**config.mk**
```make
export PLATFORM = sky130hd
export DESIGN_NAME = branch_cond_serial_r32i
export DESIGN_NICKNAME = d
export VERILOG_FILES = /design/src/rtl/branch_cond_serial_r32i.sv
export SDC_FILE = /design/constraint.sdc
export NUM_CORES = 1
export LEC_CHECK = 0
export BUFFER_PORTS_ARGS = -buffer_cell sky130_fd_sc_hd__buf_2
export CAP_MARGIN = 10
export CORE_AREA = 4 4 94 96
export DETAILED_ROUTE_END_ITERATION = 7
export DIE_AREA = 0 0 98 100
export PLACE_DENSITY = 0.73
export SLEW_MARGIN = 20
export SYNTH_ARGS = -nofsm -noshare
export SYNTH_HDL_FRONTEND = slang
export SYNTH_SLANG_ARGS = --single-unit
```
**constraint.sdc**
```tcl
create_clock -name clk -period 8.5 [get_ports clk]
set_input_delay 0 -clock clk [delete_from_list [all_inputs] [get_ports clk]]
set_output_delay 0 -clock clk [all_outputs]
set_load 0.02 [all_outputs]
```
**src/rtl/branch_cond_serial_r32i.sv**
```systemverilog
// Serial RV32I branch condition unit: compares operands CHUNKW bits per cycle, MSB chunk first.
// Define COND_EARLY_EXIT_EN to finish on the first differing chunk instead of always scanning all chunks.
module branch_cond_serial_r32i #(
    parameter int dataW  = 32,
    parameter int CHUNKW = 8
) (
    input  logic             clk,
    input  logic             nReset,
    input  logic             flush,
    input  logic             in_valid,
    output logic             in_ready,
    input  logic [dataW-1:0] rs1,
    input  logic [dataW-1:0] rs2,
    input  logic [2:0]       funct3,
    output logic             out_valid,
    input  logic             out_ready,
    output logic             taken,
    output logic             EQ,
    output logic             LT,
    output logic             LTU,
    output logic             illegal
);

    localparam int N    = dataW / CHUNKW;
    localparam int IDXW = (N > 1) ? $clog2(N) : 1;
    localparam logic [IDXW-1:0]   TOPIDX  = IDXW'(N - 1);
    localparam logic [CHUNKW-1:0] MSBMASK = CHUNKW'(1) << (CHUNKW - 1);

    typedef enum logic [1:0] {IDLE, COMPARE, DONE} state_t;

    state_t            state, nextState;
    logic [dataW-1:0]  opA, opB;
    logic [2:0]        f3Reg;
    logic [IDXW-1:0]   idx;
    logic              resolved, eqInt, ltInt, ltuInt;
    logic [CHUNKW-1:0] chunkA, chunkB, sA, sB;
    logic              isTop, diff, chunkLt, chunkLtu, exitNow;
    logic              fEq, fLt, fLtu, fTaken;

    // Only the top chunk carries the sign; flipping its MSB turns a signed compare into an unsigned one.
    always_comb begin
        chunkA   = opA[idx*CHUNKW +: CHUNKW];
        chunkB   = opB[idx*CHUNKW +: CHUNKW];
        isTop    = (idx == TOPIDX);
        sA       = isTop ? (chunkA ^ MSBMASK) : chunkA;
        sB       = isTop ? (chunkB ^ MSBMASK) : chunkB;
        diff     = (chunkA != chunkB);
        chunkLtu = (chunkA < chunkB);
        chunkLt  = (sA < sB);
`ifdef COND_EARLY_EXIT_EN
        exitNow  = (idx == '0) || (diff && !resolved);
`else
        exitNow  = (idx == '0);
`endif
        fEq  = 1'b1;
        fLt  = 1'b0;
        fLtu = 1'b0;
        if (resolved) begin
            fEq  = eqInt;
            fLt  = ltInt;
            fLtu = ltuInt;
        end else if (diff) begin
            fEq  = 1'b0;
            fLt  = chunkLt;
            fLtu = chunkLtu;
        end
        case (f3Reg)
            3'b000:  fTaken = fEq;
            3'b001:  fTaken = !fEq;
            3'b100:  fTaken = fLt;
            3'b101:  fTaken = !fLt;
            3'b110:  fTaken = fLtu;
            3'b111:  fTaken = !fLtu;
            default: fTaken = 1'b0;
        endcase
    end

    always_ff @(posedge clk or negedge nReset) begin
        if (!nReset) state <= IDLE;
        else         state <= nextState;
    end

    always_comb begin
        nextState = state;
        in_ready  = (state == IDLE);
        out_valid = (state == DONE);
        case (state)
            IDLE:    if (in_valid) nextState = COMPARE;
            COMPARE: if (exitNow) nextState = DONE;
            DONE:    if (out_ready) nextState = IDLE;
            default: nextState = IDLE;
        endcase
        if (flush) nextState = IDLE;
    end

    // Outputs only change on the COMPARE->DONE transition, so they stay put outside DONE.
    always_ff @(posedge clk or negedge nReset) begin
        if (!nReset) begin
            opA      <= '0;
            opB      <= '0;
            f3Reg    <= '0;
            idx      <= TOPIDX;
            resolved <= 1'b0;
            eqInt    <= 1'b0;
            ltInt    <= 1'b0;
            ltuInt   <= 1'b0;
            EQ       <= 1'b0;
            LT       <= 1'b0;
            LTU      <= 1'b0;
            taken    <= 1'b0;
            illegal  <= 1'b0;
        end else if (!flush) begin
            case (state)
                IDLE: begin
                    if (in_valid) begin
                        opA      <= rs1;
                        opB      <= rs2;
                        f3Reg    <= funct3;
                        idx      <= TOPIDX;
                        resolved <= 1'b0;
                    end
                end
                COMPARE: begin
                    if (diff && !resolved) begin
                        resolved <= 1'b1;
                        eqInt    <= 1'b0;
                        ltInt    <= chunkLt;
                        ltuInt   <= chunkLtu;
                    end
                    if (exitNow) begin
                        EQ      <= fEq;
                        LT      <= fLt;
                        LTU     <= fLtu;
                        taken   <= fTaken;
                        illegal <= (f3Reg[2:1] == 2'b01);
                    end else begin
                        idx <= idx - IDXW'(1);
                    end
                end
                default: ;
            endcase
        end
    end

endmodule

```
==> results by group, run 1 <==
Run status
  – Status: complete, no violations

Detailed routing
  – Final WL: 9020 um
  – Via Count: 2920
  – Avg WL per Cell: 16.4 um
  – # DRC: 0
  – Initial DRC Count: 170
  – Drt first pass iters: 4
  – DRT antenna net count: 0
  – Via-to-Cell Ratio: 5.31

Timing
  – Hold Fails Final Rpt: 0
  – Max Freq: 323 MHz
  – RSZ-0062 raised after global routing: false
  – Worst slew pin tran: 0.960 ns
  – Final setup violation count: 0
  – Layout Skew: 0.0104 ns
  – Slew HR: 36.0%
  – Slew Viols, Final: 0
  – Final worst slack: ~5.4 ns
  – Final Cycle Share: roughly 36%
  – Final min period: 3.09 ns
  – Sum Neg Setup Slack: 0 ns

Die
  – # rows: 33
  – Horiz. Die Dim: 98 um
  – Die area: 0.00980 sq mm
  – Initial core utilization: just under 50%
  – Io pins: 79
  – Die span in y: 100 um
  – Core box area: approximately 0.0081 sq mm

Place
  – DP Wirelength: ~5800 um
  – Port bufs: 78
  – Place WS: 5.40 ns
  – Routability cong.: 0.852

Setup path
  – Crit end category: register
  – Slowest cell on crit path: dfstp_2
  – Worst path top cell family by delay: flip-flops
  – Critical path type: register to register
  – Max FO, Critical Path: 23
  – Crit path arrival time: 3.32 ns
  – Critical path cell sequence: mux4_2, ha_1, nand4_1, or2_2, nor2_1, nor3_1, nor3_1, a31oi_1
  – Flop-to-flop setup slack: 5.41 ns
  – Worst setup startpoint: idx[0]
  – Setup crit start kind: register
  – CP max stage delay: 0.96 ns
  – Worst path most repeated cell: nor3_1
  – Crit path buf inv count: 0
  – FF-to-FF Start: idx[0]
  – CP Depth: 8
  – R2r endpoint: taken
  – End of the critical path: taken
  – R2R depth: 8
  – Crit path required time: 8.72 ns

Pwr
  – Peak supply drop: 0.169 mV
  – Seq pwr share: ~43%
  – Sw Share: 33.9%
  – Total power: about 1.3 mW
  – LEAKAGE: 2.34 nW
  – Comb power frac: a little over a third
  – Clk pwr share: 21.3%
  – Int Power: 0.877 mW
  – Switch Pwr: 0.449 mW
  – PwrDens: 251 mW/mm^2

Global route
  – First-pass GRT wire length: ~15000 um
  – Initial antenna violation count: 0
  – GRT Overall Usage: 19.5%
  – Grt total ovfl: 0
  – Vias in the first global route: 3147
  – Pin count of the biggest net entering global routing: 80

Synthesis
  – Post-synth top area share: 49.1%
  – Seq cells post-synth: 79
  – Synth cell count leaders: dfrtp_1, mux2_2, nand2_1
  – Top_reg_cell synth: dfrtp_1
  – Top post-synthesis cells by area: dfrtp_1, mux2_2, mux4_2
  – Post-synthesis sequential area ratio: 50.4%
  – Post-Syn Nets: 376
  – Mapped cell area: 0.00393 sq mm
  – Avg Synthesized Cell Area: 13.4 sq um
  – Cell variety after synth: 42
  – Yosys top cell by area: dfrtp_1
  – Count leader, synth: dfrtp_1
  – Syn Inst Count: 294
  – Post-synth EDFFs: 0
  – Synth Warn #: 0
  – Ys async rst share: 100%

CTS
  – H-tree depth reported by CTS: 3
  – Post-CTS setup buffer count: 0
  – Deepest clock path buffer count: 2
  – CTS tree: yes
  – Clk sinks: between 70 and 80
  – TritonCTS buffer count: 9
  – Root Driver: clkbuf_8
  – Worst-path clk slew: 0.08 ns
  – Worst-Skew Late Latency: 0.35 ns

Finish
  – P&R area growth vs syn: 34.5%
  – Layout cell share with drive strength beyond 1: 42.5%
  – Diode count: 0
  – Final #Nets: 522

Flow run
  – # Max-Cap Violations: 0

Worst hold path
  – Worst Hold Class: input port to register
==> worst min path at each step <==
stage	to	slack, ns	cells past startpoint	start
after floorplan	EQ	-0.30	0	nReset
after global placement	illegal	0.22	1	nReset
after detailed placement	LT	0.21	1	nReset
after CTS	resolved	0.08	4	in_valid
after global routing	resolved	0.13	4	in_valid
final	resolved	0.09	4	in_valid
==> sequential cells by signal, indices dropped and copies added, names as in the netlist <==
name	cells
f3Reg	3
opA	32
illegal	1
state	2
ltInt	1
LTU	1
ltuInt	1
resolved	1
opB	32
idx	2
EQ	1
taken	1
LT	1
==> layer usage <==
metal  vias up  global-route usage (%)  wire length (um)
met2        80                    34.8              4720
met1      1446                    24.1              3750
met3        11                    4.24               437
met4         0                    4.90               107
met5         -                       0                 0
li1       1383                       -                 -
==> worst reg2reg max path, stage by stage, from the launching register on <==
cell and delay (ns):
dfstp_2 0.96, mux4_2 0.60, ha_1 0.34, nand4_1 0.20
or2_2 0.39, nor2_1 0.11, nor3_1 0.05, nor3_1 0.20
a31oi_1 0.11
==> repair_timing <==
action	CTS	global route
resized for setup	0	0
hold buffers	71	0
hold endpoints to repair	146	0
==> power groups by stage <==
stage | sequential, mW | clock (mW) | combinational (mW)
6_report | 0.573 | 0.282 | 0.470
5_1_grt | 0.590 | 0.303 | 0.523
4_1_cts | 0.573 | 0.288 | 0.471
3_5_place_dp | 0.580 | 0 | 0.442
3_3_place_gp | 0.574 | 0 | 0.431
2_1_floorplan | 0.530 | 0 | 0.370
==> logic make-up after synthesis <==
| group | count (synthesis) | synth area share [%] |
|---|---|---|
| multiplexers | 85 | 28.9 |
| adder cells (fa/ha/maj) | 10 | 3.19 |
| AND/OR/NAND/NOR | 58 | 7.75 |
| buffers and inverters | 26 | 3.38 |
| AO/OA/AOI/OAI | 36 | 6.31 |
| flip-flops | 79 | 50.4 |
==> through the flow <==
step | cell area (sq um) | instances | util (%) | hold slack, ns
6_report | 5280 | 550 | 65.6 | 0.0907
5_1_grt | 5280 | 550 | 65.6 | 0.130
3_5_place_dp | 4370 | 463 | 54.3 | 0.215
2_1_floorplan | 3930 | 294 | - | -0.296
4_1_cts | 5280 | 550 | 65.6 | 0.0766
3_3_place_gp | 4370 | 463 | 54.3 | 0.215
==> layout make-up <==
cell class / count / area [sq um]
fillers: 616 / 2770
flip-flops and latches: 79 / 1980
multi-input cells: 189 / 1820
repair buffers: 150 / 1110
well taps: 105 / 131
clock buffers: 10 / 128
clock inverters: 6 / 68.8
inverters: 11 / 41.3
==> placed cells by master (no fill, tap or decap), types with 3 or more instances in the layout <==
cell / netlist / final
o2111ai_1: 4 / 4
nor2b_1: 5 / 5
nand4_1: 4 / 4
o21ai_0: 4 / 4
dfrtp_1: 77 / 77
ha_1: 10 / 10
nor2_1: 12 / 11
nor3_1: 4 / 4
a21oi_1: 10 / 10
buf_2: 7 / 77
inv_1: 11 / 11
dlygate4sd3_1: 0 / 71
mux2_2: 68 / 68
mux4_2: 16 / 16
nand2_1: 17 / 17
o31ai_1: 3 / 3
clkbuf_8: 1 / 9
or3b_2: 4 / 4
a31oi_1: 3 / 3
No activity file was read; power rests on OpenSTA's default activity.
==> inputs of run 2 (changes only) <==
--- a/config.mk
+++ b/config.mk
@@ -10,7 +10,7 @@
 export CORE_AREA = 4 4 94 96
 export DETAILED_ROUTE_END_ITERATION = 7
 export DIE_AREA = 0 0 98 100
-export PLACE_DENSITY = 0.73
+export PLACE_DENSITY = 0.76
 export SLEW_MARGIN = 20
 export SYNTH_ARGS = -nofsm -noshare
 export SYNTH_HDL_FRONTEND = slang
==> constraint.sdc (replaced) <==
create_clock -name clk -period 2.6 [get_ports clk]
set_input_delay 0 -clock clk [delete_from_list [all_inputs] [get_ports clk]]
set_output_delay 0 -clock clk [all_outputs]
set_load 0.02 [all_outputs]
==> run 2 against run 1 <==
Compared with the run above:
- the run now ends with negative setup slack left
- combinational power rose to 4.4 times the previous value
- clock skew fell by 0.0021 ns
- non-clock buffer count rose by 14
- power rose to 3.6 times the previous value
- clock-buffer cell count did not move
- cell count rose by 2.5%
- critical endpoint unchanged
- largest cell class unchanged
- highest routed layer unchanged
==> results by group, run 2 (synthesized netlist as in run 1, its figures left out) <==
Die
  – Initial core utilization: 48.7% (unchanged)
  – Core box area: 0.00805 sq mm (unchanged)
  – Die span in y: 100 um (unchanged)
  – Io pins: 79 (unchanged)
  – Horiz. Die Dim: 98 um (unchanged)
  – Die area: 0.00980 sq mm (unchanged)
  – # rows: 33 (unchanged)

CTS
  – CTS tree: yes
  – TritonCTS buffer count: 9 (unchanged)
  – Worst-path clk slew: 0.08 ns (about the same)
  – H-tree depth reported by CTS: 3 (unchanged)
  – Worst-Skew Late Latency: 0.35 ns (about the same)
  – Root Driver: clkbuf_8
  – Deepest clock path buffer count: 2 (unchanged)
  – Clk sinks: 79 (unchanged)

Timing
  – Worst slew pin tran: 0.988 ns (+0.0284 ns)
  – Slew Viols, Final: 0 (unchanged)
  – Layout Skew: 0.00830 ns (-0.00207 ns)
  – Hold Fails Final Rpt: 0 (unchanged)
  – Final Cycle Share: 105% (+69 points)
  – Sum Neg Setup Slack: -0.330 ns (-0.330 ns)
  – Final worst slack: -0.143 ns (-5.55 ns)
  – Final min period: 2.74 ns (-0.352 ns)
  – Slew HR: 34.1% (-1.9 points)
  – RSZ-0062 raised after global routing: true
  – Max Freq: 365 MHz (+13%)
  – Final setup violation count: 4 (+4)

Pwr
  – Total power: 4.77 mW (+260%)
  – LEAKAGE: 2.43 nW (+3.6%)
  – PwrDens: 869 mW/mm^2 (+250%)
  – Peak supply drop: 0.448 mV (+170%)

Detailed routing
  – Via-to-Cell Ratio: 5.42 (+2.1%)
  – # DRC: 0 (unchanged)
  – Initial DRC Count: 140 (-18%)
  – Avg WL per Cell: 17.6 um (+7.6%)
  – Drt first pass iters: 4 (unchanged)
  – Final WL: 9950 um (+10%)
  – Via Count: 3057 (+4.7%)
  – DRT antenna net count: 0 (unchanged)

Global route
  – Met3 Resource Use GR: 4.73% (+0.49 points)
  – First-pass GRT wire length: 15900 um (+5.4%)
  – Pin count of the biggest net entering global routing: 80 (unchanged)
  – Initial antenna violation count: 1 (+1)
  – Vias in the first global route: 3295 (+4.7%)
  – Grt total ovfl: 0 (unchanged)
  – Met2 Use GR: 37.9% (+3.1 points)
  – Gr busiest metal: met2
  – GRT Overall Usage: 20.9% (+1.5 points)
  – Met1 GRT Util: 23.7% (-0.46 points)

Setup path
  – Setup crit start kind: register
  – Crit path arrival time: 2.98 ns (-0.34 ns)
  – Crit path buf inv count: 2 (+2)
  – Max FO, Critical Path: 7 (-70%)
  – CP max stage delay: 0.60 ns (-0.36 ns)
  – Flop-to-flop setup slack: -0.14 ns (-5.55 ns)
  – Worst path top cell family by delay: compound AO/OA/AOI/OAI gates
  – R2R depth: 10 (+2)
  – R2r endpoint: taken
  – Crit end category: register
  – Crit path required time: 2.84 ns (-5.88 ns)
  – Slowest cell on crit path: dfstp_2
  – Critical path type: register to register
  – Critical path cell sequence: buf_12, mux4_2, inv_2, ha_4, nor2b_4, o211ai_1, a21oi_1, a221o_1, nor3_2, a31oi_1
  – FF-to-FF Start: idx[0]

Place
  – Place WS: -0.0759 ns (-5.47 ns)
  – Port bufs: 78 (unchanged)
  – Routability cong.: 0.860 (+0.97%)
  – DP Wirelength: 6170 um (+7.3%)

Worst hold path
  – Worst Hold Class: input port to register
  – Hold Path Cell Cnt: 4 (unchanged)
  – Hold path endpoint: resolved
  – Worst hold start: in_valid

Finish
  – Layout cell share with drive strength beyond 1: 46.7% (+4.3 points)
  – Most frequent cells in the layout: dfrtp_1, buf_2, dlygate4sd3_1, mux2_2
  – Largest registers: opA x32, opB x32, f3Reg x3
  – Util after Layout: 68.2% (+2.6 points)
  – P&R area growth vs syn: 39.8%
  – Final #Nets: 536 (+2.7%)

Run status
  – Failing checks: negative setup slack
  – Status: finished, violations left

Flow run
  – # Max-Cap Violations: 0 (unchanged)
[run 2: cell types whose count changed in the layout (fill, tap and decap cells not counted), sizes merged]
cell      delta
inv          -2
clkinvlp     +1
diode        +1
buf         +14
[run 2: area by class of cell]
| class | instances | area, sq um |
|---|---|---|
| well taps | 105 | 131 |
| diodes | 1 | 2.50 |
| fillers | 575 | 2560 |
| repair buffers | 164 | 1240 |
| clock buffers | 10 | 138 |
| multi-input cells | 189 | 1900 |
| clock inverters | 5 | 58.8 |
| inverters | 11 | 41.3 |
| flip-flops and latches | 79 | 1980 |
[run 2: worst max path at each step]
stage	cells after the start	slack, ns	endpoint	start
after floorplan	10	-0.10	taken	idx[0]
after global placement	10	-0.02	taken	idx[0]
after detailed placement	9	-0.08	taken	idx[0]
after CTS	9	-0.08	taken	idx[0]
after global routing	10	-0.28	taken	idx[0]
final	10	-0.14	taken	idx[0]
[run 2: stage by stage]
stage / instance area, sq um / hold slack (ns) / std cells
after floorplan: 3960 / -0.296 / 294
after global placement: 4500 / 0.218 / 474
after detailed placement: 4500 / 0.217 / 474
after CTS: 5430 / 0.0810 / 562
after global routing: 5490 / 0.131 / 564
final: 5490 / 0.107 / 564
[run 2: worst min-delay path, stage by stage]
cell     delay, ns
buf_2         0.12
nand2_1       0.12
a21oi_1       0.09
nor2_1        0.09
[run 2: routing by layer]
| metal | up-vias | part of all wire (%) |
|---|---|---|
| li1 | 1415 | - |
| met1 | 1507 | 39 |
| met2 | 102 | 53 |
| met3 | 33 | 4.5 |
| met4 | 0 | 3.9 |
| met5 | - | 0 |
[run 2: power by group]
part | switching, mW | total (mW) | internal, mW
Clock | 0.453 | 0.917 | 0.464
Combinational | 0.924 | 2.06 | 1.14
Sequential | 0.250 | 1.79 | 1.54
[run 2: repair_timing]
action | CTS | global route
hold endpoints to repair | 146 | 0
gates resized for setup | 1 | 11
pin swaps | 4 | 13
hold buffers | 71 | 0
setup endpoints to repair | 4 | 7
setup buffers | 2 | 1
==> inputs of run 3 (changes only) <==
--- a/config.mk
+++ b/config.mk
@@ -7,9 +7,9 @@
 export LEC_CHECK = 0
 export BUFFER_PORTS_ARGS = -buffer_cell sky130_fd_sc_hd__buf_2
 export CAP_MARGIN = 10
-export CORE_AREA = 4 4 94 96
+export CORE_AREA = 4 4 105 87
 export DETAILED_ROUTE_END_ITERATION = 7
-export DIE_AREA = 0 0 98 100
+export DIE_AREA = 0 0 109 91
 export PLACE_DENSITY = 0.76
 export SLEW_MARGIN = 20
 export SYNTH_ARGS = -nofsm -noshare
==> run 3 against run 2 <==
Compared with the run above:
- cell count rose by 0.53%
- die area increased by 1.2%
- sequential share of layout area decreased by 0.19 points
- worst setup slack lost 0.013 ns
- clock skew increased by 0.0021 ns
- largest cell class unchanged
- largest power group unchanged
- the run still ends with negative setup slack left
- power is 3.1% lower
==> results by group, run 3 (synthesized netlist as in run 1, its figures left out) <==
CTS
  – Clk sinks: 79 (unchanged)
  – Root Driver: clkbuf_8
  – H-tree depth reported by CTS: 3 (unchanged)
  – CTS tree: yes
  – Worst-path clk slew: 0.08 ns (about the same)
  – Deepest clock path buffer count: 2 (unchanged)
  – TritonCTS buffer count: 9 (unchanged)
  – Worst-Skew Late Latency: 0.36 ns (about the same)

Timing
  – Final Cycle Share: 106% (+0.51 points)
  – Slew Viols, Final: 0 (unchanged)
  – Layout Skew: 0.0104 ns (+0.00211 ns)
  – Final min period: 2.76 ns (+0.0132 ns)
  – Slew HR: 64.6% (+30 points)
  – Sum Neg Setup Slack: -0.285 ns (+0.0446 ns)
  – Hold Slack: 0.0573 ns (-0.0494 ns)
  – Final setup violation count: 2 (-2)
  – Max Freq: 363 MHz (-0.48%)
  – Final worst slack: -0.156 ns (-0.0132 ns)
  – Worst slew pin tran: 0.524 ns (-0.465 ns)
  – Hold Fails Final Rpt: 0 (unchanged)
  – RSZ-0062 raised after global routing: true

Detailed routing
  – Via-to-Cell Ratio: 5.36 (-1.2%)
  – Final WL: 9590 um (-3.7%)
  – Via Count: 3037 (-0.65%)
  – # DRC: 0 (unchanged)
  – Drt first pass iters: 4 (unchanged)
  – Avg WL per Cell: 16.9 um (-4.2%)
  – Initial DRC Count: 149 (+6.4%)
  – DRT antenna net count: 0 (unchanged)

Setup path
  – R2R depth: 9 (-1)
  – Crit path required time: 2.83 ns (about the same)
  – Setup crit start kind: register
  – Max FO, Critical Path: 6 (-1)
  – Critical path type: register to register
  – FF-to-FF Start: idx[0]
  – R2r endpoint: taken
  – Crit end category: register
  – Flop-to-flop setup slack: -0.16 ns (about the same)
  – Crit path arrival time: 2.99 ns (about the same)

Finish
  – Fillers: 553 (-3.8%)
  – Final instance area: 0.00552 sq mm (+0.52%)
  – Largest registers: opA x32, opB x32, f3Reg x3
  – Final #Nets: 537 (+0.19%)
  – Most frequent cells in the layout: dfrtp_1, buf_2, dlygate4sd3_1, mux2_2
  – P&R area growth vs syn: 40.5%
  – Diode count: 0 (-1)
  – Layout cell share with drive strength beyond 1: 46.8% (+0.12 points)

Place
  – DP Wirelength: 6180 um (+0.11%)
  – Routability cong.: 0.835 (-2.9%)
  – Post-DP Area: 0.00448 sq mm (-0.31%)
  – Port bufs: 78 (unchanged)

Run status
  – Status: finished, violations left
  – Failing checks: negative setup slack

Die
  – Io pins: 79 (unchanged)
  – Initial core utilization: 49.4% (+0.64 points)
  – Core box area: 0.00795 sq mm (-1.3%)
  – Horiz. Die Dim: 109 um (+11%)
  – Die span in y: 91 um (-9.0%)
  – # rows: 29 (-12%)
  – Die area: 0.00992 sq mm (+1.2%)

Global route
  – Grt total ovfl: 0 (unchanged)
  – First-pass GRT wire length: 15900 um (-0.35%)
  – Pin count of the biggest net entering global routing: 80 (unchanged)
  – Initial antenna violation count: 0 (-1)
  – Vias in the first global route: 3313 (+0.55%)
  – GRT Overall Usage: 20.6% (-0.33 points)

Pwr
  – PwrDens: 837 mW/mm^2 (-3.6%)
  – Peak supply drop: 0.489 mV (+9.2%)
  – LEAKAGE: 2.44 nW (+0.37%)

Flow run
  – # Max-Cap Violations: 0 (unchanged)

Worst hold path
  – Worst Hold Class: input port to asynchronous set/reset pin
==> run 3: changes by cell type in the layout (fill, tap and decap cells not counted), sizes merged <==
cell,delta
clkbuf,-1
bufinv,-1
buf,+1
inv,+1
clkinv,+1
diode,-1
==> run 3: worst max-delay path by stage <==
| stage | start | to | slack, ns | cells past startpoint |
|---|---|---|---|---|
| finish | idx[0] | taken | -0.16 | 9 |
| detailed placement | idx[0] | taken | -0.12 | 10 |
| global placement | idx[0] | taken | -0.05 | 9 |
| global route | idx[0] | taken | -0.26 | 9 |
| floorplan | idx[0] | taken | -0.10 | 10 |
| CTS | idx[0] | taken | -0.08 | 9 |
==> run 3: cell type report <==
class	count	area, sq um	area share [%]
multi-input cells	189	1900	34.5
repair buffers	165	1290	23.4
inverters	11	41.3	0.748
clock inverters	6	46.3	0.839
clock buffers	9	124	2.25
flip-flops and latches	79	1980	35.9
well taps	108	135	2.45
==> run 3: worst max-delay path: stages (launching register included) <==
cell and delay [ns]:
dfstp_2 0.61, buf_12 0.14, mux4_2 0.54, ha_4 0.30
nand4_1 0.18, buf_4 0.20, a21o_1 0.16, and4b_1 0.20
a32oi_1 0.21, a31oi_1 0.09
==> run 3: through the flow <==
step | cells | power [mW] | utilization (%) | worst slack (ns)
global route | 567 | 4.94 | 69.4 | -0.261
floorplan | 294 | 3.01 | - | -0.103
global placement | 473 | 3.41 | 56.4 | -0.0485
detailed placement | 473 | 3.51 | 56.4 | -0.118
finish | 567 | 4.62 | 69.4 | -0.156
CTS | 564 | 4.52 | 68.4 | -0.0777
==> run 3: per-layer routing <==
metal	share of wire, %	routed length, um	up-vias	global-route usage (%)
met5	0	0	-	0
met4	1.2	114	0	5.15
met3	5.9	570	13	5.82
met2	51	4870	94	34.9
met1	42	4030	1511	26.0
li1	-	-	1419	-
==> run 3: what timing repair did <==
item                                    in CTS  in global routing
hold buffers                                71                  0
cloned                                       0                  0
gates resized for setup                      6                  6
setup buffers                                5                  2
endpoints found under the setup margin       3                  7
pin swaps                                   15                  9
hold endpoints to repair                   146                  0
==> run 3: where the power goes <==
part / switching, mW / internal (mW) / leakage (nW) / total, mW
clock network: 0.462 / 0.346 / 0.0817 / 0.807
registers: 0.246 / 1.54 / 0.938 / 1.79
logic: 0.873 / 1.15 / 1.42 / 2.03
